File: config.mk
export PLATFORM = sky130hd
export DESIGN_NAME = alu_shift_pipe
export DESIGN_NICKNAME = d
export VERILOG_FILES = /design/src/rtl/alu_shift_pkg.sv /design/src/rtl/alu_shift_stage.sv /design/src/rtl/alu_shift_pipe.sv
export SDC_FILE = /design/constraint.sdc
export NUM_CORES = 1
export LEC_CHECK = 0
export BUFFER_PORTS_ARGS = -buffer_cell sky130_fd_sc_hd__buf_4
export CAP_MARGIN = 5
export CORE_MARGIN = 2
export CORE_UTILIZATION = 54
export CTS_BUF_LIST = sky130_fd_sc_hd__clkbuf_4
export DETAILED_ROUTE_END_ITERATION = 10
export PLACE_DENSITY = 0.79
export SYNTH_ARGS = -nofsm -noshare
export SYNTH_HDL_FRONTEND = slang
export SYNTH_HIERARCHICAL = 1
export SYNTH_SLANG_ARGS = --single-unit
File: constraint.sdc
create_clock -name clk -period 1.9 [get_ports clk]
set_clock_uncertainty 0.1 [all_clocks]
set_input_delay 0 -clock clk [delete_from_list [all_inputs] [get_ports clk]]
set_output_delay 0 -clock clk [all_outputs]
set_load 0.1 [all_outputs]
File: src/rtl/alu_shift_pkg.sv
// Shared definitions for the pipelined ALU barrel shifter: op encodings and
// helpers that spread the log2(WIDTH) shift levels across the pipeline stages.
package alu_shift_pkg;

    typedef enum logic [1:0] {
        OP_SLL = 2'b00,
        OP_SRL = 2'b01,
        OP_ROR = 2'b10,
        OP_SRA = 2'b11
    } shift_op_e;

    function automatic int unsigned clog2(input int unsigned value);
        int unsigned r;
        r = 0;
        for (int unsigned i = 0; i < 32; i++) begin
            if ((32'd1 << i) < value) r = i + 1;
        end
        return r;
    endfunction

    // First level owned by stage k: smallest l with floor(l*stages/sw) >= k.
    function automatic int unsigned stage_lo(input int unsigned k, input int unsigned stages,
                                             input int unsigned sw);
        return (k * sw + stages - 1) / stages;
    endfunction

endpackage

File: src/rtl/alu_shift_stage.sv
// One pipeline slot of the barrel shifter: applies levels LO_LEVEL..HI_LEVEL and
// registers the result. ALU_SHIFT_ROR_EN enables rotate-right for op 2'b10.
module alu_shift_stage
    import alu_shift_pkg::*;
#(
    parameter int unsigned WIDTH    = 32,
    parameter int unsigned LO_LEVEL = 0,
    parameter int unsigned HI_LEVEL = 0,
    localparam int unsigned SW      = clog2(WIDTH)
) (
    input  logic             clk,
    input  logic             reset,
    input  logic             flush,
    input  logic             in_valid,
    output logic             in_ready,
    input  logic [WIDTH-1:0] in_data,
    input  logic [1:0]       in_op,
    input  logic [SW-1:0]    in_shamt,
    output logic             out_valid,
    input  logic             out_ready,
    output logic [WIDTH-1:0] out_data,
    output logic [1:0]       out_op,
    output logic [SW-1:0]    out_shamt
);
    localparam int unsigned NLVL = HI_LEVEL - LO_LEVEL + 1;

    shift_op_e                  op;
    logic                       advance;
    logic [NLVL:0][WIDTH-1:0]   lvl;
    logic                       valid_q;
    logic [WIDTH-1:0]           data_q;
    logic [1:0]                 op_q;
    logic [SW-1:0]              shamt_q;

    function automatic logic [WIDTH-1:0] apply(input logic [WIDTH-1:0] d, input shift_op_e o,
                                               input int unsigned amt);
        logic [WIDTH-1:0] r;
        r = '0;
        unique case (o)
            OP_SLL: r = d << amt;
            OP_SRL: r = d >> amt;
            OP_SRA: r = $signed(d) >>> amt;
`ifdef ALU_SHIFT_ROR_EN
            OP_ROR: r = (d >> amt) | (d << (WIDTH - amt));
`else
            OP_ROR: r = '0;
`endif
        endcase
        return r;
    endfunction

    assign op       = shift_op_e'(in_op);
    assign advance  = !valid_q || out_ready;
    assign in_ready = advance;

`ifdef ALU_SHIFT_ROR_EN
    assign lvl[0] = in_data;
`else
    // Without rotate support op 10 must read zero even when no level fires.
    assign lvl[0] = (op == OP_ROR) ? '0 : in_data;
`endif

    for (genvar g = 0; g < NLVL; g++) begin : g_level
        assign lvl[g+1] = in_shamt[LO_LEVEL+g] ? apply(lvl[g], op, 1 << (LO_LEVEL + g)) : lvl[g];
    end

    // Data only loads on a real transfer so out_data holds across flush and bubbles.
    always_ff @(posedge clk) begin
        if (reset) begin
            valid_q <= 1'b0;
            data_q  <= '0;
            op_q    <= OP_SLL;
            shamt_q <= '0;
        end else if (flush) begin
            valid_q <= 1'b0;
        end else if (advance) begin
            valid_q <= in_valid;
            if (in_valid) begin
                data_q  <= lvl[NLVL];
                op_q    <= in_op;
                shamt_q <= in_shamt;
            end
        end
    end

    assign out_valid = valid_q;
    assign out_data  = data_q;
    assign out_op    = op_q;
    assign out_shamt = shamt_q;

endmodule

File: src/rtl/alu_shift_pipe.sv
// Pipelined barrel shifter for the ALU shift path: STAGES valid/ready slots with flush.
// Rotate support for op 2'b10 is enabled by defining ALU_SHIFT_ROR_EN.
module alu_shift_pipe
    import alu_shift_pkg::*;
#(
    parameter int unsigned WIDTH  = 32,
    parameter int unsigned STAGES = 2
) (
    input  logic             clk,
    input  logic             reset,
    input  logic             flush,
    input  logic             in_valid,
    output logic             in_ready,
    input  logic [WIDTH-1:0] in_a,
    input  logic [WIDTH-1:0] in_b,
    input  logic [1:0]       in_op,
    output logic             out_valid,
    input  logic             out_ready,
    output logic [WIDTH-1:0] out_data
);
    localparam int unsigned SW = clog2(WIDTH);

    logic [STAGES:0]            valid;
    logic [STAGES:0]            ready;
    logic [STAGES:0][WIDTH-1:0] data;
    logic [STAGES:0][1:0]       op;
    logic [STAGES:0][SW-1:0]    shamt;
    logic                       unused_bits;

    assign valid[0]      = in_valid;
    assign data[0]       = in_b;
    assign op[0]         = in_op;
    assign shamt[0]      = in_a[SW-1:0];
    assign ready[STAGES] = out_ready;

    for (genvar k = 0; k < STAGES; k++) begin : g_stage
        alu_shift_stage #(
            .WIDTH    (WIDTH),
            .LO_LEVEL (stage_lo(k, STAGES, SW)),
            .HI_LEVEL (stage_lo(k + 1, STAGES, SW) - 1)
        ) u_stage (
            .clk       (clk),
            .reset     (reset),
            .flush     (flush),
            .in_valid  (valid[k]),
            .in_ready  (ready[k]),
            .in_data   (data[k]),
            .in_op     (op[k]),
            .in_shamt  (shamt[k]),
            .out_valid (valid[k+1]),
            .out_ready (ready[k+1]),
            .out_data  (data[k+1]),
            .out_op    (op[k+1]),
            .out_shamt (shamt[k+1])
        );
    end

    assign in_ready  = !reset && !flush && ready[0];
    assign out_valid = valid[STAGES];
    assign out_data  = data[STAGES];

    // Shift amount is modulo WIDTH; the final slot's op/shamt have no consumer.
    assign unused_bits = ^{in_a[WIDTH-1:SW], op[STAGES], shamt[STAGES]};

endmodule

==> key figures, run 1 <==
Drt
  • DR vias: 7588
  • DR iter-0 viols: 1192
  • DRC violations left: 0
  • Overall routed net length: 23.25 mm
  • Routed Antenna Nets: 0
  • Via density per instance: 6.691
  • Drt first pass iters: 8
  • Routed len/inst: 20.50 um

Die
  • # IOs: 105
  • Row count: 39
  • Height of the die: 113.4 um
  • Die width: 113.4 um
  • Area of the core: 11560 sq um
  • Total die area: 12850 sq um
  • Starting density of the core: 55.85%

Pwr
  • VDD IR max: 0.2936 mV
  • PD cells: 515.2 nW/um^2
  • Leak: 3.317 nW

Clocking
  • H-tree depth: 3
  • Worst skew pair latency: 0.43 ns
  • CTS Buf Count: 9
  • Root Driver: clkbuf_4
  • TritonCTS Sinks: 70
  • CTS Buffer Depth: 2
  • CTS tree: built
  • Clock slew at reported path FFs: 0.12 ns

GRT
  • Antenna violations before repair: 0
  • Largest net degree at the start of global routing: 52
  • GRT Util Overall: 35.42%
  • Vias in the first global route: 6721
  • Total grt overflow: 0
  • First-pass GRT wire length: 36.23 mm

Critical path
  • Worst setup SP type: flop
  • R2r worst-path depth: 9
  • CP endpoint kind: flop
  • Crit-path max FO: 5
  • Worst Setup Path Type: flop to flop
  • Crit path arrival time: 2.29 ns
  • Data required, critical path: 2.11 ns

Place
  • I/O Buffers: 77
  • HPWL Detailed: 16.79 mm
  • Area after DPL: 7635 sq um
  • GPL Wtd Cong: 0.9831
  • DP Cell Count: 1097

Yosys
  • Gate Count Post-Synth: 864
  • Post-Syn Nets: 935
  • Synthesized area: 6459 sq um
  • Synth Area per Inst: 7.475 sq um
  • Synth Warn #: 6

Timing
  • Endpoints failing setup: 36
  • Final worst slack: -0.1790 ns
  • Worst slew pin tran: 0.9703 ns
  • Fin crit period: 2.079 ns
  • Slew Viols, Final: 0
  • Final Hold Fails: 0
  • Fmax: 481.0 MHz
  • Tcrit/Tclk final: 109.4%
  • RSZ-0062 raised after global routing: yes
  • Slew margin rel.: 33.64%

Layout
  • Layout cells sized above 1: 29.47%
  • Layout Nets: 1057
  • Area delta synth->final: 27.22%
  • Final instance area: 8217 sq um
  • Final Util: 71.05%
  • Inserted Diodes: 0
  • Post-Layout Cell Count: 1134

Run
  • Max cap viols: 0

Run status
  • Violated checks: setup timing
  • Status: complete, but fails checks

Worst hold path
  • Hold Path Class: input pin to flop
  • Hold depth: 5
==> registers in the layout (all words and copies together), names as in the netlist <==
name                       flops
g_stage.u_stage/out_shamt      2
g_stage.u_stage/out_valid      2
g_stage.u_stage/out_data      64
g_stage.u_stage/out_op         2
==> stage by stage <==
stage / TNS (ns) / setup slack, ns / hold slack (ns) / total power, mW
3_5_place_dp: -0.1563 / -0.06498 / 0.1604 / 3.116
5_1_grt: -4.652 / -0.2111 / 0.03358 / 4.398
6_report: -3.327 / -0.1790 / 0.02252 / 4.233
4_1_cts: -1.126 / -0.1272 / 0.008986 / 4.131
3_3_place_gp: -0.01820 / -0.01035 / 0.1512 / 3.107
2_1_floorplan: -1.671 / -0.1857 / -0.03058 / 2.599
==> critical path, cell delays in order (launching register included) <==
cell and delay (ns):
dfxtp_4 0.36, and2b_4 0.17, inv_4 0.05, and2b_2 0.24, buf_6 0.13, nor3_4 0.12
buf_6 0.15, nor2_4 0.05, a32o_1 0.22, or3_1 0.37
==> worst paths after layout <==
| check | from | end | slack, ns |
|---|---|---|---|
| worst min register to register | g_stage[1].u_stage/out_data[13] | g_stage[1].u_stage/out_data[13] | 0.40 |
| worst max-delay path | g_stage[1].u_stage/out_valid | g_stage[0].u_stage/out_data[25] | -0.18 |
| worst max register to register | g_stage[1].u_stage/out_valid | g_stage[0].u_stage/out_data[25] | -0.18 |
| worst min-delay path | in_b[28] | g_stage[0].u_stage/out_data[31] | 0.02 |
==> metal layers <==
layer	GRT usage, %	up-vias	wire length, um
li1	-	3482	-
met1	50.45	3483	9693
met2	54.09	533	10140
met3	5.356	90	2441
met4	13.33	0	974
met5	0	-	0
==> area by class of cell <==
type	instances	area, sq um
Inverter	14	57.56
Clock inverter	6	62.56
Fill cell	937	3348
Multi-Input combinational cell	699	4778
Clock buffer	10	75.07
Tap cell	143	178.9
Sequential cell	70	1408
Timing Repair Buffer	192	1657
==> cell usage in the layout, fill, tap and decap left out, types with 8 or more instances in the layout <==
cell type      count
o21ai_0           30
nand2_1           76
nor3_1            38
a211oi_2           9
nand3_1            9
nor3b_1            9
and3_1             8
a21oi_1           69
nand3b_1           8
buf_4            161
mux2_2            24
clkbuf_4          10
inv_1             10
a2111oi_2         13
a211o_1            8
mux2i_1           73
and2_1             9
buf_6              8
nor2_1           118
a211oi_1          21
nand2b_1          13
dfxtp_1           67
o22ai_1           13
dlygate4sd3_1     10
a221oi_1           9
buf_12            11
a22oi_1            9
==> power breakdown <==
group	leakage, nW	switching (mW)	internal, mW	total, mW
logic	2.66	0.977	0.649	1.63
clock network	0.0801	0.576	0.414	0.990
registers	0.572	0.0841	1.53	1.62
==> what timing repair did <==
| action | in CTS | in global routing |
|---|---|---|
| hold buffers | 11 | 0 |
| buffers inserted | 6 | 3 |
| gates cloned | 2 | 0 |
| endpoints found under the hold margin | 33 | 0 |
| pin swaps | 12 | 9 |
| endpoints found under the setup margin | 12 | 54 |
| gates resized for setup | 26 | 28 |
Power figures use the tool's default switching activity.
==> inputs of run 2 (changes only) <==
--- a/config.mk
+++ b/config.mk
@@ -8,11 +8,10 @@
 export BUFFER_PORTS_ARGS = -buffer_cell sky130_fd_sc_hd__buf_4
 export CAP_MARGIN = 5
 export CORE_MARGIN = 2
-export CORE_UTILIZATION = 54
+export CORE_UTILIZATION = 50
 export CTS_BUF_LIST = sky130_fd_sc_hd__clkbuf_4
 export DETAILED_ROUTE_END_ITERATION = 10
-export PLACE_DENSITY = 0.79
+export PLACE_DENSITY = 0.75
 export SYNTH_ARGS = -nofsm -noshare
 export SYNTH_HDL_FRONTEND = slang
-export SYNTH_HIERARCHICAL = 1
 export SYNTH_SLANG_ARGS = --single-unit
==> run 2 against run 1 <==
Against the previous run: the flow now finishes without violations; fmax increased by 11%; critical path depth decreased by 1; non-clock buffer count decreased by 30; register-to-register slack improved by 0.27 ns; die area increased by 7.9%; first-iteration DRC count decreased by 33%; synthesized cell count increased by 3.1%; sequential power about the same; hold slack improved by 0.029 ns; wire length decreased by 2.0%; critical endpoint is now g_stage[0].u_stage.out_data[16]; largest power group is now registers.
==> key figures, run 2 <==
Run status
  • Status: completed

Timing
  • RSZ-0062 raised after global routing: yes
  • Fmax: 536.2 MHz (+11%)
  • Tcrit/Tclk final: 98.16% (-11 points)
  • Worst slew pin tran: 0.5387 ns (-0.4315 ns)
  • Final Hold Fails: 0 (unchanged)
  • Endpoints failing setup: 0 (-100%)
  • Fin crit period: 1.865 ns (-0.2139 ns)
  • Slew margin rel.: 63.92% (+30 points)
  • Slew Viols, Final: 0 (unchanged)
  • Fin Setup TNS: 0 ns (+3.327 ns)

Worst hold path
  • WHS Endpoint: g_stage[0].u_stage.out_data[21]
  • Hold Path Class: input pin to flop
  • Hold_sp: in_b[14]
  • Hold depth: 5 (unchanged)

Yosys
  • Gate Count Post-Synth: 891 (+3.1%)
  • Prevailing post-synth register cell: dfxtp_1
  • Seq cells post-synth: 70
  • Synthesized area: 6471 sq um (+0.19%)
  • Number of flops mapped to enable cells by yosys: 0
  • Leading area contributor after synthesis: dfxtp_1
  • Most common cell in the synthesized netlist: a21oi_1
  • Library cells used by synthesis: 68
  • Synth async-reset ratio: 0%
  • Synth Area per Inst: 7.263 sq um (-2.8%)
  • Synth Warn #: 0 (-6)
  • Seq/Total Area, Yosys: 21.66%
  • Post-Syn Nets: 962 (+2.9%)
  • Synth top area share: 21.66%
  • Synth top area cells: dfxtp_1 22%, mux2i_1 8.8%, a21oi_1 7.0%, o21ai_0 5.6%, buf_4 5.0%
  • Post-synth top cells: 91 x a21oi_1, 73 x o21ai_0, 71 x nor2_1, 70 x dfxtp_1, 69 x nand2_1

Layout
  • Commonest non-fill, non-tap cell in the layout: buf_4
  • Footprint of the multi-input gates: 4382 sq um (-8.3%)
  • Area delta synth->final: 17.09%
  • Most frequent cells in the layout: 139 x buf_4, 91 x a21oi_1, 71 x nor2_1, 71 x o21ai_0
  • Register area: 1405 sq um (-0.18%)
  • Layout cells sized above 1: 21.59% (-7.9 points)
  • Layout Nets: 1011 (-4.4%)
  • Final Util: 60.04% (-11 points)
  • Filler cells: 1272 (+36%)
  • Number of flip-flops in the largest register: 64 (unchanged)

Die
  • # IOs: 105 (unchanged)
  • Die width: 117.8 um (+3.9%)
  • Row count: 41 (+5.1%)
  • Area of the core: 12620 sq um (+9.1%)
  • Height of the die: 117.8 um (+3.9%)
  • Total die area: 13870 sq um (+7.9%)
  • Starting density of the core: 51.28% (-4.6 points)

Critical path
  • Setup slack, reg-to-reg: 0.09 ns (+0.27 ns)
  • Crit path arrival time: 2.10 ns (-0.19 ns)
  • Worst setup SP type: input pin
  • R2r worst-path depth: 5 (-4)
  • Worst flop-to-flop path startpoint: g_stage[1].u_stage.out_valid
  • Crit-path max FO: 19 (+14)
  • Data required, critical path: 2.14 ns (+0.03 ns)
  • Critical R2R Capture: g_stage[0].u_stage.out_data[22]
  • Worst Setup Path Type: input pin to flop
  • CP endpoint kind: flop

Pwr
  • Sw Ratio: 35.43% (-3.2 points)
  • PD cells: 562.9 nW/um^2 (+9.3%)
  • Internal Pwr Total: 2.754 mW (+6.1%)
  • P_sw: 1.511 mW (-7.7%)
  • Combinational Power Share: 34.3% (-4.1 points)
  • Clock power frac: 28.0% (+4.6 points)
  • Leak: 2.884 nW (-13%)
  • Sequential power share: 37.8% (-0.4 points)
  • VDD IR max: 0.2912 mV (-0.83%)

Clocking
  • CTS Buffer Depth: 2 (unchanged)
  • Root Driver: clkbuf_4
  • H-tree depth: 3 (unchanged)
  • CTS Buf Count: 9 (unchanged)
  • TritonCTS Sinks: 70 (unchanged)
  • Clock slew at reported path FFs: 0.11 ns (about the same)
  • Worst skew pair latency: 0.43 ns (about the same)
  • CTS tree: built

GRT
  • Total grt overflow: 0 (unchanged)
  • GRT Util Overall: 32.16% (-3.3 points)
  • Largest net degree at the start of global routing: 52 (unchanged)
  • First-pass GRT wire length: 35.93 mm (-0.84%)
  • Vias in the first global route: 6638 (-1.2%)
  • Antenna violations before repair: 1 (+1)

Drt
  • Via density per instance: 6.529 (-2.4%)
  • Drt first pass iters: 8 (unchanged)
  • DR iter-0 viols: 798 (-33%)
  • DR vias: 7299 (-3.8%)
  • DRC violations left: 0 (unchanged)
  • Overall routed net length: 22.78 mm (-2.0%)
  • Routed len/inst: 20.37 um (-0.61%)
  • Routed Antenna Nets: 0 (unchanged)

Place
  • I/O Buffers: 77 (unchanged)
  • HPWL Detailed: 17.29 mm (+3.0%)
  • GPL Wtd Cong: 1.029 (+4.7%)

Run
  • Max cap viols: 0 (unchanged)
## run 2: how the worst max path moves through the flow
stage	endpoint	slack, ns	start
4_1_cts	g_stage[1].u_stage.out_data[27]	0.01	g_stage[0].u_stage.out_op[0]
3_5_place_dp	g_stage[1].u_stage.out_data[27]	0.05	g_stage[0].u_stage.out_op[0]
5_1_grt	g_stage[0].u_stage.out_data[8]	-0.01	flush
2_1_floorplan	g_stage[0].u_stage.out_data[22]	-0.01	g_stage[1].u_stage.out_valid
6_report	g_stage[0].u_stage.out_data[16]	0.03	in_op[0]
3_3_place_gp	g_stage[0].u_stage.out_data[1]	0.08	g_stage[1].u_stage.out_valid
## run 2: cell type report
| cell class | count | area share [%] |
|---|---|---|
| well taps | 172 | 2.840 |
| repair buffers | 162 | 17.78 |
| diodes | 1 | 0.03303 |
| flip-flops and latches | 70 | 18.54 |
| inverters | 12 | 0.5945 |
| clock inverters | 7 | 1.486 |
| multi-input cells | 685 | 57.83 |
| clock buffers | 9 | 0.8917 |
## run 2: layer usage
metal | track usage [%] | vias up | wire (um)
met2 | 50.51 | 414 | 9961
met4 | 14.01 | 0 | 1025
met3 | 5.233 | 81 | 2038
li1 | - | 3406 | -
met5 | 0 | - | 0
met1 | 43.46 | 3398 | 9753
## run 2: cell families after synthesis
logic type      share of synthesized area, %
compound gates                         36.72
simple gates                           19.61
mux                                    10.90
buf+inv                                11.12
flops                                  21.66
## run 2: power groups by stage
| stage | registers, mW | logic, mW | clock network, mW |
|---|---|---|---|
| global placement | 1.64 | 1.39 | 0 |
| floorplan | 1.61 | 0.950 | 0 |
| detailed placement | 1.64 | 1.39 | 0 |
| global route | 1.62 | 1.56 | 1.27 |
| finish | 1.61 | 1.46 | 1.19 |
| CTS | 1.61 | 1.42 | 1.20 |
## run 2: timing repair
| item | 4_1_cts | 5_1_grt |
|---|---|---|
| resized for setup | 0 | 8 |
| hold buffers | 13 | 0 |
| setup buffers | 0 | 2 |
| setup endpoints to repair | 0 | 31 |
| hold endpoints to repair | 16 | 0 |
## run 2: critical path, cell delays in order
cell and delay [ns]:
dlygate4sd3_1 0.54, buf_6 0.19, nand2_1 0.15, buf_4 0.23
o221a_2 0.28, a211oi_1 0.32, nor2_1 0.11, a32o_1 0.28
## run 2: per-stage QoR
stage / cells / cell area, sq um / power (mW) / hold WS [ns] / setup WS [ns]
finish: 1118 / 7577 / 4.265 / 0.05124 / 0.03489
global route: 1118 / 7577 / 4.447 / 0.05080 / -0.01236
CTS: 1115 / 7538 / 4.229 / 0.02710 / 0.01215
detailed placement: 1086 / 7228 / 3.033 / 0.1557 / 0.04889
global placement: 1086 / 7228 / 3.029 / 0.1585 / 0.07648
floorplan: 891 / 6509 / 2.556 / 0.03599 / -0.01431
